[config.mk]
export PLATFORM = sky130hd
export DESIGN_NAME = pico_input_handshake
export DESIGN_NICKNAME = d
export VERILOG_FILES = /design/src/rtl/picomips_pkg.sv /design/src/rtl/pico_input_handshake_btn_debounce.sv /design/src/rtl/pico_input_handshake.sv
export SDC_FILE = /design/constraint.sdc
export NUM_CORES = 1
export LEC_CHECK = 0
export BUFFER_PORTS_ARGS = -buffer_cell sky130_fd_sc_hd__buf_4
export CAP_MARGIN = 20
export CORE_MARGIN = 8
export CORE_UTILIZATION = 47
export CTS_CLUSTER_DIAMETER = 40
export CTS_CLUSTER_SIZE = 28
export DETAILED_ROUTE_END_ITERATION = 8
export GPL_ROUTABILITY_DRIVEN = 1
export PLACE_DENSITY_LB_ADDON = 0.1
export RECOVER_POWER = 25
export SYNTH_ARGS = -nofsm -noshare
export SYNTH_HDL_FRONTEND = slang
export SYNTH_SLANG_ARGS = --single-unit
[constraint.sdc]
create_clock -name clk -period 1.4 [get_ports clk]
set_clock_uncertainty 0.1 [all_clocks]
set_input_delay 0.14 -clock clk [delete_from_list [all_inputs] [get_ports clk]]
set_output_delay 0.14 -clock clk [all_outputs]
set_load 0.02 [all_outputs]
[src/rtl/picomips_pkg.sv]
// Shared types and defaults for the picoMIPS stall/release input handshake.
package picomips_pkg;

  typedef enum logic [2:0] {
    IDLE,
    WAIT_LOW,
    WAIT_HIGH,
    FIRE,
    WAIT_REL
  } hs_state_t;

  localparam int unsigned DB_CYCLES_DEFAULT = 4;
  localparam int unsigned N_DEFAULT         = 8;

endpackage

[src/rtl/pico_input_handshake_btn_debounce.sv]
// Two-flop synchroniser plus run-length debounce of the raw button level.
module btn_debounce
  import picomips_pkg::*;
#(
  parameter int unsigned DB_CYCLES = DB_CYCLES_DEFAULT
) (
  input  logic clk,
  input  logic reset,
  input  logic btn,
  output logic db_level
);

  localparam int unsigned CW = $clog2(DB_CYCLES + 1);

  logic          s1;
  logic          s2;
  logic [CW-1:0] cnt;

  // A new level is accepted only after DB_CYCLES consecutive disagreeing samples.
  always_ff @(posedge clk or posedge reset) begin
    if (reset) begin
      s1       <= 1'b0;
      s2       <= 1'b0;
      cnt      <= '0;
      db_level <= 1'b0;
    end else begin
      s1 <= btn;
      s2 <= s1;
      if (s2 == db_level) begin
        cnt <= '0;
      end else if (cnt == CW'(DB_CYCLES - 1)) begin
        db_level <= s2;
        cnt      <= '0;
      end else begin
        cnt <= cnt + CW'(1);
      end
    end
  end

endmodule

[src/rtl/pico_input_handshake.sv]
// Waits for a debounced button press while the PC is stalled, captures the switches
// and emits a single-cycle release flag.
module pico_input_handshake
  import picomips_pkg::*;
#(
  parameter int unsigned N         = N_DEFAULT,
  parameter int unsigned DB_CYCLES = DB_CYCLES_DEFAULT
) (
  input  logic         clk,
  input  logic         reset,
  input  logic         stall_req,
  input  logic         btn,
  input  logic [N-1:0] sw_data,
  output logic         flag,
  output logic [N-1:0] data_out,
  output logic         waiting
);

  hs_state_t state;
  hs_state_t next_state;
  logic      db_level;
  logic      capture_c;

  btn_debounce #(
    .DB_CYCLES(DB_CYCLES)
  ) u_debounce (
    .clk     (clk),
    .reset   (reset),
    .btn     (btn),
    .db_level(db_level)
  );

  // A press is only honoured after the button has been seen released within the stall.
  always_comb begin
    next_state = state;
    capture_c  = 1'b0;
    case (state)
      IDLE: begin
        if (stall_req) next_state = db_level ? WAIT_LOW : WAIT_HIGH;
      end
      WAIT_LOW: begin
        if (!stall_req)     next_state = IDLE;
        else if (!db_level) next_state = WAIT_HIGH;
      end
      WAIT_HIGH: begin
        if (!stall_req) begin
          next_state = IDLE;
        end else if (db_level) begin
          next_state = FIRE;
          capture_c  = 1'b1;
        end
      end
      FIRE:     next_state = WAIT_REL;
      WAIT_REL: begin
        if (!db_level) next_state = IDLE;
      end
      default:  next_state = IDLE;
    endcase
  end

  // Outputs are flops loaded from the next state, so they track state with no input path.
  always_ff @(posedge clk or posedge reset) begin
    if (reset) begin
      state    <= IDLE;
      flag     <= 1'b0;
      waiting  <= 1'b0;
      data_out <= '0;
    end else begin
      state   <= next_state;
      flag    <= (next_state == FIRE);
      waiting <= (next_state == WAIT_LOW) || (next_state == WAIT_HIGH);
      if (capture_c) data_out <= sw_data;
    end
  end

endmodule

# Yosys cells after proc, flatten, opt, wreduce, memory -nomap -nowiden
# Index checks and enable logic that the tools add are counted.
word_totals:
  register_bits: 19
  input_bits: 12
  out_inout_bits: 10
  wordCells: 35
op_classes:
  n_addsub: 1
  eq_ne: 9
  muxes: 13
  n_bitwise: 1
  n_reduce_logical: 3
ops:
  columns: ["cell", "count"]
  rows:
  - ["3-bit two-way mux", 8]
  - ["3-bit by 2-bit == test with 1-bit output, second input constant", 5]
  - ["3-bit case mux with 5 select lines", 1]
  - ["3-bit by 1-bit == test with 1-bit output, second input constant", 2]
  - ["3-bit by 1-bit adder with 3-bit output, second input constant", 1]
  - ["3-bit == test, second input constant", 1]
  - ["3-bit logical NOT", 1]
  - ["1-bit two-way mux", 3]
  - ["2-bit two-way mux", 1]
  - ["2-bit AND reduction", 1]
  - ["1-bit == test", 1]
  - ["1-bit logical OR", 1]
  - ["1-bit inverter", 1]

# Logic depth before layout (Yosys ltp)
# Gate-level depths: netlist (run 1).
depth:
  depth_word: 5
  mapped_depth: 3
  ltp_nobuf: 3

# Modules after synthesis
# From an unflattened synthesis (run 1), not the netlist that was laid out.
hier_totals:
  cells_unflattened: 49
  hier_area_um2: 729.4
modules_own_cells:
  columns: ["module", "instances", "cells_each", "area_per_inst_um2", "seq_area_each_um2"]
  rows:
  - ["pico_input_handshake", 1, 35, 509.2, 325.3]
  - ["btn_debounce", 1, 14, 220.2, 150.1]

# Worst setup path before layout (run 1)
# Ideal clock, no wire load.
synth_path:
  path_type: "reg-to-reg"
  startpoint: "register u_debounce.cnt[0]"
  endpoint: "register u_debounce.db_level"
  setup_ps: 125
  t_arrival_ps: 1012
  t_required_ps: 1175
  path_slack_ps: 163
  stages_incl_launch_ff: 4
  n_path_buf: 0
  period_less_slack_ps: 1237
  cell_sequence: "dfrtp_1 -> ha_1 -> nor2b_1 -> mux2_2"
synth_via:
  elab_chain_cells: 2
synth_lines:
  columns: ["element", "line", "rtl"]
  rows:
  - ["from (decl)", "pico_input_handshake_btn_debounce.sv:17", "logic [CW-1:0] cnt;"]
  - ["from (signal assigned)", "pico_input_handshake_btn_debounce.sv:35", "cnt <= cnt + CW'(1);"]
  - ["3-bit by 2-bit == test with 1-bit output", "pico_input_handshake_btn_debounce.sv:31", "end else if (cnt == CW'(DB_CYCLES - 1)) begin"]
  - ["2-bit AND reduction (no line)", null, null]
  - ["to (signal assigned)", "pico_input_handshake_btn_debounce.sv:25", "db_level <= 1'b0;"]
  - ["to (signal assigned)", "pico_input_handshake_btn_debounce.sv:32", "db_level <= s2;"]
  - ["to (decl)", "pico_input_handshake_btn_debounce.sv:10", "output logic db_level"]
# No other way between the ends.
# A chain may end at the register's enable or synchronous reset.

# Worst setup path in the final report (run 1)
layout_path:
  startpoint: "register state[2]"
  endpoint: "register data_out[7]"
layout_via:
  elab_chain_cells: 2
layout_lines:
  columns: ["element", "line", "rtl"]
  rows:
  - ["from (decl)", "pico_input_handshake.sv:19", "hs_state_t state;"]
  - ["from (signal assigned)", "pico_input_handshake.sv:69", "state <= next_state;"]
  - ["3-bit by 2-bit == test with 1-bit output", "pico_input_handshake.sv:37", "case (state)"]
  - ["1-bit two-way mux", "pico_input_handshake.sv:37", null]
  - ["to (signal assigned)", "pico_input_handshake.sv:72", "if (capture_c) data_out <= sw_data;"]
  - ["to (decl)", "pico_input_handshake.sv:15", "output logic [N-1:0] data_out,"]
# No other way between the ends.

==> impl_metrics.tcl, run 1 <==
set metrics [dict create \
    rows 14 \
    detail_route.vias_per_cell 4.89 \
    gp_congestion 0.669 \
    syn-num-nets 62 \
    final_cycle_share_pct 94.2 \
    cellLeakagePower_nw 0.519 \
    detail_route.drc_violations 0 \
    timing.slew.headroom_pct 69.3 \
    layout.cells.most_common "buf_4" \
    maxSlewViolCount 0 \
    synth_top_family_by_area "multiplexers" \
    first_pass_grt_wire_length_mm 2.47 \
    worst_setup_hold_path_clk_slew_ps 100 \
    antenna_found_initial 0 \
    cts_tree "done" \
    wl_per_cell_microns 13.1 \
    worst_slack_ps 81.2 \
    synth_compound_gate_area_share_pct 2.08 \
    place.detailed.hpwl_microns 964 \
    synth_cell_types 17 \
    cts.path.max_buffers 2 \
    timing_worst_setup_path_type "reg -> reg" \
    hold_ws_ps 113 \
    p_switching_mw 0.650 \
    cts_repair_resize_count 0 \
    synth.mux.area_fraction_pct 14.0 \
    timing.final.crit_period_ps 1320 \
    synth-adder-area-share_pct 1.73 \
    fin_util_pct 70.8 \
    fill_cells 111 \
    synth.cell_area_sq_um 723 \
    max_freq_mhz 758 \
    hold_path.class "in -> reg" \
    regArea_sq_um 475 \
    power_density_mw_per_mm2 1830 \
    finalHoldViolCount 0 \
    cp_data_required_time_ps 1470 \
    numPortBuffers 21 \
    grt.overflow.total 0 \
    setup_repair_after_global_routing_missed_its_margin "no" \
    placeableCoreArea_sq_mm 0.00147 \
    critPathCaptureType "register" \
    power_frac_comb_pct 40.8 \
    clock_sink_count 19 \
    placement.setup.worst_slack_ps 69.8 \
    synthCells 49 \
    grtUsageTotal_pct 9.74 \
    grt_max_degree 20 \
    via_count 499 \
    die-width_microns 55.2 \
    syn_to_final_growth_pct 44.1 \
    antenna_diode_count 0 \
    cell_internal_pwr_mw 1.26 \
    post-cts-setup-buffer-count 0 \
    crit_arrival_ps 1390 \
    final_nets 100 \
    wl_mm 1.34 \
    most-common-layout-cells "21 x buf_4, 19 x dfrtp_1, 10 x dlygate4sd3_1, 9 x mux2_2, 5 x clkbuf_4" \
    outcome "finished, final reports clean" \
    synth.yosys.warnings 0 \
    yosys.area_share.simple_pct 12.5 \
    multiInputGateArea_sq_um 228 \
    share_of_the_synthesized_netlist_area_taken_by_xor_and_xnor_gates_pct 1.21 \
    cap_viol_max_count 0 \
    synth_sequential_area_ratio_pct 65.7 \
    htreeDepth 1 \
    synth.avg_cell_area_sq_um 14.8 \
    share_seq_of_total_power_pct 45.6 \
    cts-buffers-inserted 3 \
    share_clk_of_total_power_pct 13.6 \
    worst_skew_pair.late_latency_ps 280 \
    total_setup_violations_reported_at_the_end_of_the_flow 0 \
    dr.pass1.iters 2 \
    initialDrtViolationCount 1 \
    post_route_cells_drive_above_1_share_pct 46.5 \
    synth.ff_latch_count 19 \
    switching_share_pct 34.0 \
    overall_die_area_sq_mm 0.00305 \
    initial_utilization_pct 49.1 \
    vdd.ir_drop.worst_v 0.00111 \
    timing_worst_slew_pin_value_ps 461 \
    fin_tns_setup_ps 0 \
    top_level_ports 22 \
    grt_pass1_vias 603 \
    fp.dieH_microns 55.2 \
    cp_max_fo 9 \
    final_antenna_net_count 0 \
    cts-root-buf "clkbuf_4" \
    start_kind "register" \
]
[routing by layer]
| layer | track usage, % | vias to the layer above | share of wire, % |
|---|---|---|---|
| li1 | - | 239 | - |
| met2 | 15.1 | 16 | 47 |
| met3 | 3.88 | 0 | 7.7 |
| met1 | 11.2 | 244 | 45 |
| met5 | 0 | - | 0 |
| met4 | 5.28 | 0 | 0 |
[critical path, stage by stage, from the launching register on]
cell and delay [ps]:
dfrtp_1 430, nor2b_4 170, nand4_4 180, mux2_2 330
[power groups by stage]
stage	clock (mW)	sequential, mW	combinational (mW)
6_report	0.260	0.871	0.781
5_1_grt	0.310	0.901	0.850
4_1_cts	0.283	0.870	0.796
3_5_place_dp	0	0.878	0.773
3_3_place_gp	0	0.874	0.764
2_1_floorplan	0	1.01	0.315
[cell usage after synthesis (all sizes together)]
cell / n / share of area, %
nor3b: 2 / 2.1
and3: 1 / 1.0
dfrtp: 19 / 66
a21oi: 1 / 0.69
nand4: 2 / 3.8
inv: 4 / 2.1
mux2: 9 / 14
nor3: 1 / 0.69
o21ai: 2 / 1.4
buf: 1 / 0.69
nand2: 2 / 1.0
ha: 1 / 1.7
xnor2: 1 / 1.2
nor2b: 2 / 2.8
and2: 1 / 1.0
[flip-flops by register name, indices dropped and copies added, names as in the netlist]
register and cells:
u_debounce.s2 1, flag 1, waiting 1, state 3, u_debounce.cnt 3, u_debounce.db_level 1, data_out 8, u_debounce.s1 1
[repair_timing]
item / in CTS / in global routing
endpoints found under the setup margin: 0 / 5
hold buffers: 10 / 0
hold endpoints to repair: 28 / 0
[final cells by class]
cell class / count / share of cell area [%]
repair buffers: 34 / 26.7
inverters: 4 / 1.44
flip-flops and latches: 19 / 45.6
well taps: 16 / 1.92
clock buffers: 4 / 2.52
multi-input cells: 25 / 21.8
[path summary, 6_finish.rpt]
check | endpoint | from | slack, ps | cells after the start
setup / recovery | data_out[7] | state[2] | 80 | 3
min in group asynchronous | u_debounce.s2 | reset | 390 | 4
hold reg to reg | u_debounce.s2 | u_debounce.s1 | 250 | 0
max in group asynchronous | data_out[1] | reset | 500 | 4
setup reg to reg | data_out[7] | state[2] | 80 | 3
hold / removal | state[1] | stall_req | 110 | 4
[kinds of logic (layout without fill, tap and decap cells)]
group,Yosys count,count (layout)
buffers and inverters,5,42
AND/OR/NAND/NOR,11,11
XOR/XNOR,1,1
AO/OA/AOI/OAI,3,3
flip-flops,19,19
adder cells (fa/ha/maj),1,1
multiplexers,9,9
[metrics by stage]
stage          area [sq um]  total power [mW]  instances
2_1_floorplan           723              1.33         49
4_1_cts                1040              1.95        102
5_1_grt                1040              2.06        102
3_5_place_dp            918              1.65         88
6_report               1040              1.91        102
3_3_place_gp            918              1.64         88
Note: power is estimated with default switching activity, not from simulation.
==> inputs of run 2 (changes only) <==
--- a/config.mk
+++ b/config.mk
@@ -17,4 +17,5 @@
 export RECOVER_POWER = 25
 export SYNTH_ARGS = -nofsm -noshare
 export SYNTH_HDL_FRONTEND = slang
+export SYNTH_HIERARCHICAL = 1
 export SYNTH_SLANG_ARGS = --single-unit
==> run 2 against run 1 <==
Against the previous run: cell count fell by 0.98%; flip-flop and latch count unchanged; die area increased by 0.62%; synthesized cell count is the same; total power fell by 0.39%; critical path depth unchanged; core utilization is 1.1 points lower; clock-buffer cell count shrank 1; combinational power down 0.5%; critical path type unchanged; largest cell class unchanged; largest power group unchanged.
==> impl_metrics.tcl, run 2 <==
set metrics [dict create \
    outcome "finished, final reports clean" \
    cts-buffers-inserted 3 \
    synth.avg_cell_area_sq_um 14.9 \
    fill_cells 114 \
    timing_worst_slew_pin_value_ps 510 \
    detail_route.vias_per_cell 4.94 \
    critPathCaptureType "register" \
    post-cts-setup-buffer-count 0 \
    start_kind "register" \
    maxSlewViolCount 0 \
    cts_tree "done" \
    gp_congestion 0.673 \
    crit_arrival_ps 1390 \
    synth_top_family_by_area "multiplexers" \
    setup_repair_after_global_routing_missed_its_margin "no" \
    worstSetupPathDepth 3 \
    synth-adder-area-share_pct 1.72 \
    synth.cell_area_sq_um 729 \
    die-width_microns 55.4 \
    multiInputGateArea_sq_um 235 \
    async_flop_share_pct 100 \
    cap_viol_max_count 0 \
    cellLeakagePower_nw 0.514 \
    timing_worst_setup_path_type "reg -> reg" \
    dominant_cell_by_count_in_the_synthesized_netlist "dfrtp_1" \
    final_antenna_net_count 0 \
    synth.ff_latch_count 19 \
    dpl-instance-area_sq_um 915 \
    timing.final.crit_period_ps 1320 \
    fin_util_pct 69.7 \
    timing.slew.headroom_pct 66.0 \
    worst_skew_pair.late_latency_ps 290 \
    synth.mux.area_fraction_pct 13.9 \
    antenna_found_initial 0 \
    yosys.area.top_type "dfrtp_1" \
    r2r_start "state[2]" \
    worst_r2r_endpoint "data_out[3]" \
    syn_to_final_growth_pct 42.4 \
    synth_top_cells_by_count "19 x dfrtp_1, 9 x mux2_2, 5 x inv_1" \
    timing.reg2reg.worst_path_depth 3 \
    crit_chain "nor2b_4 -> nand4_4 -> mux2_2" \
    rows 14 \
    share_of_the_synthesized_netlist_area_taken_by_xor_and_xnor_gates_pct 1.20 \
    synth.yosys.warnings 6 \
    initialDrtViolationCount 3 \
    reg_top3 "data_out (8), state (3), u_debounce/cnt (3)" \
    synth_cell_types 15 \
    endpoint "data_out[3]" \
    power_density_mw_per_mm2 1830 \
    placeableCoreArea_sq_mm 0.00149 \
    numPortBuffers 21 \
    max_freq_mhz 757 \
    initial_utilization_pct 49.0 \
    cts.path.max_buffers 2 \
    finalHoldViolCount 0 \
    antenna_diode_count 0 \
    crit_path_top_delay_cell "dfrtp_1" \
    grtUsageTotal_pct 9.69 \
    first_pass_grt_wire_length_mm 2.39 \
    overall_die_area_sq_mm 0.00307 \
    yosys.area_share.simple_pct 13.4 \
    synthDominantCellAreaShare_pct 65.2 \
    wl_per_cell_microns 14.3 \
    final_cycle_share_pct 94.3 \
    post_route_cells_drive_above_1_share_pct 45.9 \
    wl_mm 1.45 \
    via_count 499 \
    final_nets 99 \
    grt.overflow.total 0 \
    post-route-cell-area_sq_mm 0.00104 \
    fp.dieH_microns 55.4 \
    startpoint "state[2]" \
    critical_path_buf_inv_count 0 \
    place.detailed.hpwl_mm 1.04 \
    largest-register "data_out" \
    synth_enable_flop_cells 0 \
    worst_setup_hold_path_clk_slew_ps 110 \
    most-common-layout-cells "19 x dfrtp_1, 19 x buf_4, 10 x dlygate4sd3_1, 9 x mux2_2" \
    dr.pass1.iters 3 \
    synth-main-ff-cell "dfrtp_1" \
    syn-num-nets 62 \
    clock_sink_count 19 \
    largest_register_ff_count 8 \
    fin_tns_setup_ps 0 \
    grt_max_degree 14 \
    synth_sequential_area_ratio_pct 65.2 \
    critPathTopFamily "flip-flops" \
    grt_pass1_vias 529 \
    regArea_sq_um 475 \
    htreeDepth 1 \
    synthCells 49 \
    synth_compound_gate_area_share_pct 2.06 \
    timing.critical_path.slowest_cell_delay_ps 430 \
    cp_data_required_time_ps 1470 \
    hold_path.class "in -> reg" \
    vdd.ir_drop.worst_v 0.00103 \
    top_level_ports 22 \
    detail_route.drc_violations 0 \
    p_total_mw 1.90 \
    total_setup_violations_reported_at_the_end_of_the_flow 0 \
    slack_of_the_worst_reg_to_reg_path_ps 80 \
    yosys-top-cells-area "dfrtp_1 65%, mux2_2 14%, nor2b_4 3.8%" \
    cts-root-buf "clkbuf_4" \
    cp_max_fo 9 \
]
run 2: cell count changes after synthesis, sizes merged:
cell / change
inv: +1
buf: -1
run 2: cell families after synthesis:
logic type / count (synthesis)
multiplexers: 9
flip-flops: 19
AO/OA/AOI/OAI: 3
adder cells (fa/ha/maj): 1
buffers and inverters: 5
AND/OR/NAND/NOR: 11
XOR/XNOR: 1
run 2: how the worst min path moves through the flow:
stage,to,slack [ps],cells after the start,from
after floorplan,u_debounce/cnt[0],-170,1,reset
after global placement,u_debounce/s2,-30,2,reset
after detailed placement,u_debounce/s2,-20,2,reset
after CTS,state[1],100,4,stall_req
after global routing,state[1],120,4,stall_req
final,state[1],110,4,stall_req
run 2: report_power, final:
group | switching (mW) | internal (mW) | leakage, nW
Clock | 0.157 | 0.106 | 0.0177
Sequential | 0.120 | 0.746 | 0.237
Combinational | 0.383 | 0.394 | 0.259
Total | 0.659 | 1.25 | 0.514
run 2: cell type report:
| cell class | count | area share [%] |
|---|---|---|
| inverter | 5 | 1.81 |
| tap | 16 | 1.93 |
| sequential | 19 | 45.8 |
| clock inverter | 1 | 0.482 |
| clock buffer | 3 | 2.17 |
| timing repair buffer | 32 | 25.2 |
| multi-input combinational | 25 | 22.7 |
run 2: worst reg2reg max path, stage by stage, from the launching register on:
cell,delay (ps)
dfrtp_1,430
nor2b_4,170
nand4_4,180
mux2_2,330
run 2: routing by layer:
metal | GRT usage (%) | vias to the layer above | share of wire [%]
met4 | 4.23 | 0 | 0.55
met3 | 3.20 | 2 | 4.6
met5 | 0 | - | 0
met2 | 18.1 | 9 | 57
met1 | 9.25 | 247 | 38
li1 | - | 241 | -
run 2: repair_timing:
item | in CTS | in global routing
resized for setup | 0 | 0
hold buffers | 10 | 0
endpoints found under the setup margin | 0 | 1
endpoints found under the hold margin | 28 | 0
run 2: through the flow:
stage	hold WS, ps	worst slack [ps]	cells
finish	105	79.7	101
global route	124	8.27	101
CTS	97.5	52.6	101
detailed placement	-15.3	68.1	87
global placement	-26.0	104	87
floorplan	-169	162	49
==> inputs of run 3 (changes only) <==
--- a/config.mk
+++ b/config.mk
@@ -5,10 +5,11 @@
 export SDC_FILE = /design/constraint.sdc
 export NUM_CORES = 1
 export LEC_CHECK = 0
+export ABC_AREA = 1
 export BUFFER_PORTS_ARGS = -buffer_cell sky130_fd_sc_hd__buf_4
 export CAP_MARGIN = 20
 export CORE_MARGIN = 8
-export CORE_UTILIZATION = 47
+export CORE_UTILIZATION = 49
 export CTS_CLUSTER_DIAMETER = 40
 export CTS_CLUSTER_SIZE = 28
 export DETAILED_ROUTE_END_ITERATION = 8
==> constraint.sdc (replaced) <==
create_clock -name clk -period 1.41 [get_ports clk]
set_clock_uncertainty 0.1 [all_clocks]
set_input_delay 0.141 -clock clk [delete_from_list [all_inputs] [get_ports clk]]
set_output_delay 0.141 -clock clk [all_outputs]
set_load 0.02 [all_outputs]
==> run 3 against run 2 <==
Against the previous run: critical path depth rose by 2; sequential power fell by 2.4%; area after synthesis rose by 7.5%; total power fell by 2.6%; sequential share of layout area fell by 2.2 points; largest cell class unchanged; core utilization rose by 2.6 points; worst hold slack got worse by 48 ps; setup slack improved by 170 ps; die area rose by 2.2%; routed wire length rose by 12%; via count rose by 24%.
==> impl_metrics.tcl, run 3 <==
set metrics [dict create \
    worst_r2r_endpoint "data_out[4]" \
    rows 14 \
    synth_enable_flop_cells 0 \
    startpoint "u_debounce/db_level" \
    multiInputGateArea_sq_um 264 \
    hold_path.class "in -> reg" \
    finalHoldViolCount 0 \
    maxSlewViolCount 0 \
    power_frac_comb_pct 40.1 \
    async_flop_share_pct 100 \
    syn-num-nets 95 \
    synth_sequential_area_ratio_pct 60.6 \
    yosys.area.top_type "dfrtp_1" \
    fill_cells 116 \
    synthDominantCellAreaShare_pct 60.6 \
    dpl-instance-area_sq_um 962 \
    crit_arrival_ps 1250 \
    final_nets 131 \
    reg_top3 "data_out (8), state (3), u_debounce/cnt (3)" \
    wl_per_cell_microns 12.2 \
    grtUsageTotal_pct 10.8 \
    critPathCaptureType "register" \
    top_level_ports 22 \
    cellLeakagePower_nw 0.596 \
    p_total_mw 1.85 \
    fin_util_pct 72.3 \
    syn_to_final_growth_pct 38.9 \
    fp.dieH_microns 56.0 \
    cap_viol_max_count 0 \
    antenna_found_initial 0 \
    dr.pass1.iters 4 \
    share_seq_of_total_power_pct 45.5 \
    largest-register "data_out" \
    initial_utilization_pct 52.1 \
    power_density_mw_per_mm2 1700 \
    timing.slew.headroom_pct 66.9 \
    die-width_microns 56.0 \
    detail_route.vias_per_cell 4.65 \
    via_count 619 \
    layout.cells.most_common "nand2_1" \
    switching_share_pct 38.8 \
    final_cycle_share_pct 82.0 \
    total_setup_violations_reported_at_the_end_of_the_flow 0 \
    overall_die_area_sq_mm 0.00314 \
    timing.reg2reg.worst_path_depth 5 \
    cp_max_fo 8 \
    r2r_start "u_debounce/db_level" \
    synth.avg_cell_area_sq_um 9.57 \
    setup_repair_after_global_routing_missed_its_margin "no" \
    synthCells 82 \
    place.detailed.hpwl_mm 1.14 \
    synth.ff_latch_count 19 \
    grt_pass1_vias 654 \
    most-common-layout-cells "32 x nand2_1, 19 x dfrtp_1, 19 x buf_4, 10 x inv_1, 10 x dlygate4sd3_1" \
    synth.yosys.warnings 6 \
    cell_internal_pwr_mw 1.13 \
    wl_mm 1.62 \
    regArea_sq_um 475 \
    worst_setup_hold_path_clk_slew_ps 110 \
    post-route-cell-area_sq_mm 0.00109 \
    initialDrtViolationCount 20 \
    post-cts-setup-buffer-count 0 \
    cts-hold-fix-buffers 10 \
    max_freq_mhz 865 \
    fin_tns_setup_ps 0 \
    synth-main-ff-cell "dfrtp_1" \
    timing_worst_setup_path_type "reg -> reg" \
    grt.overflow.total 0 \
    cts.path.max_buffers 2 \
    slack_of_the_worst_reg_to_reg_path_ps 250 \
    vdd.ir_drop.worst_v 0.000888 \
    cts-buffers-inserted 3 \
    synth.cell_area_sq_um 785 \
    p_switching_mw 0.720 \
    post_route_cells_drive_above_1_share_pct 29.9 \
    gp_congestion 0.765 \
    placeableCoreArea_sq_mm 0.00151 \
    grt_max_degree 14 \
    yosys-top-cells-area "dfrtp_1 61%, nand2_1 15%, inv_1 4.8%" \
    largest_register_ff_count 8 \
    synth_cell_types 14 \
    cts-root-buf "clkbuf_4" \
    cts_repair_resize_count 0 \
    first_pass_grt_wire_length_mm 2.82 \
    outcome "finished, final reports clean" \
    htreeDepth 1 \
    numPortBuffers 21 \
    timing_worst_slew_pin_value_ps 496 \
    dominant_cell_by_count_in_the_synthesized_netlist "nand2_1" \
    final_antenna_net_count 0 \
    timing.final.crit_period_ps 1160 \
    start_kind "register" \
    share_clk_of_total_power_pct 14.5 \
    antenna_diode_count 0 \
    clock_sink_count 19 \
    synth_top_cells_by_count "32 x nand2_1, 19 x dfrtp_1, 10 x inv_1" \
    endpoint "data_out[4]" \
    detail_route.drc_violations 0 \
    worst_skew_pair.late_latency_ps 290 \
    cp_data_required_time_ps 1500 \
    cts_tree "done" \
]
## run 3: critical path, cell delays in order (launching register included)
cell and delay (ps):
dfrtp_1 520, nand2_1 80, inv_1 100, nand3_4 120, nand2_1 90, nand2_1 60
## run 3: power groups by stage
stage | logic (mW) | registers, mW | clock network [mW]
final | 0.743 | 0.844 | 0.268
after global routing | 0.823 | 0.862 | 0.296
after CTS | 0.752 | 0.841 | 0.280
after detailed placement | 0.729 | 0.851 | 0
after global placement | 0.718 | 0.846 | 0
after floorplan | 0.317 | 0.977 | 0
## run 3: how the worst min path moves through the flow
stage | depth (start not counted) | slack (ps) | start | end
3_5_place_dp | 2 | -20 | reset | u_debounce/s1
3_3_place_gp | 2 | -20 | reset | u_debounce/s1
2_1_floorplan | 1 | -170 | reset | u_debounce/cnt[0]
5_1_grt | 3 | 60 | stall_req | flag
4_1_cts | 3 | 50 | stall_req | flag
6_report | 3 | 60 | stall_req | flag
## run 3: layout make-up
class                           instances  share of cell area, %
Sequential cell                        19                   43.6
Clock inverter                          1                  0.459
Multi-Input combinational cell         51                   24.2
Tap cell                               16                   1.84
Timing Repair Buffer                   31                   23.7
Clock buffer                            3                   2.07
Inverter                               12                   4.13
## run 3: kinds of logic after synthesis
logic type,after synthesis,share of synthesized area (%)
buffers and inverters,12,5.74
AND/OR/NAND/NOR,48,30.8
adder cells (fa/ha/maj),1,1.59
AO/OA/AOI/OAI,2,1.27
flip-flops,19,60.6
## run 3: routing by layer
layer / vias to the layer above / GRT usage (%) / routed length, microns
met5: - / 0 / 0
met4: 0 / 4.12 / 9
met3: 2 / 3.42 / 107
met2: 19 / 19.0 / 855
met1: 284 / 11.6 / 647
li1: 314 / - / -
## run 3: per-stage QoR
stage	hold slack (ps)	setup WS, ps	std cells
after global routing	61.3	195	133
after CTS	48.3	276	133
after global placement	-23.7	315	119
final	56.7	254	133
after detailed placement	-15.1	284	119
after floorplan	-168	380	82
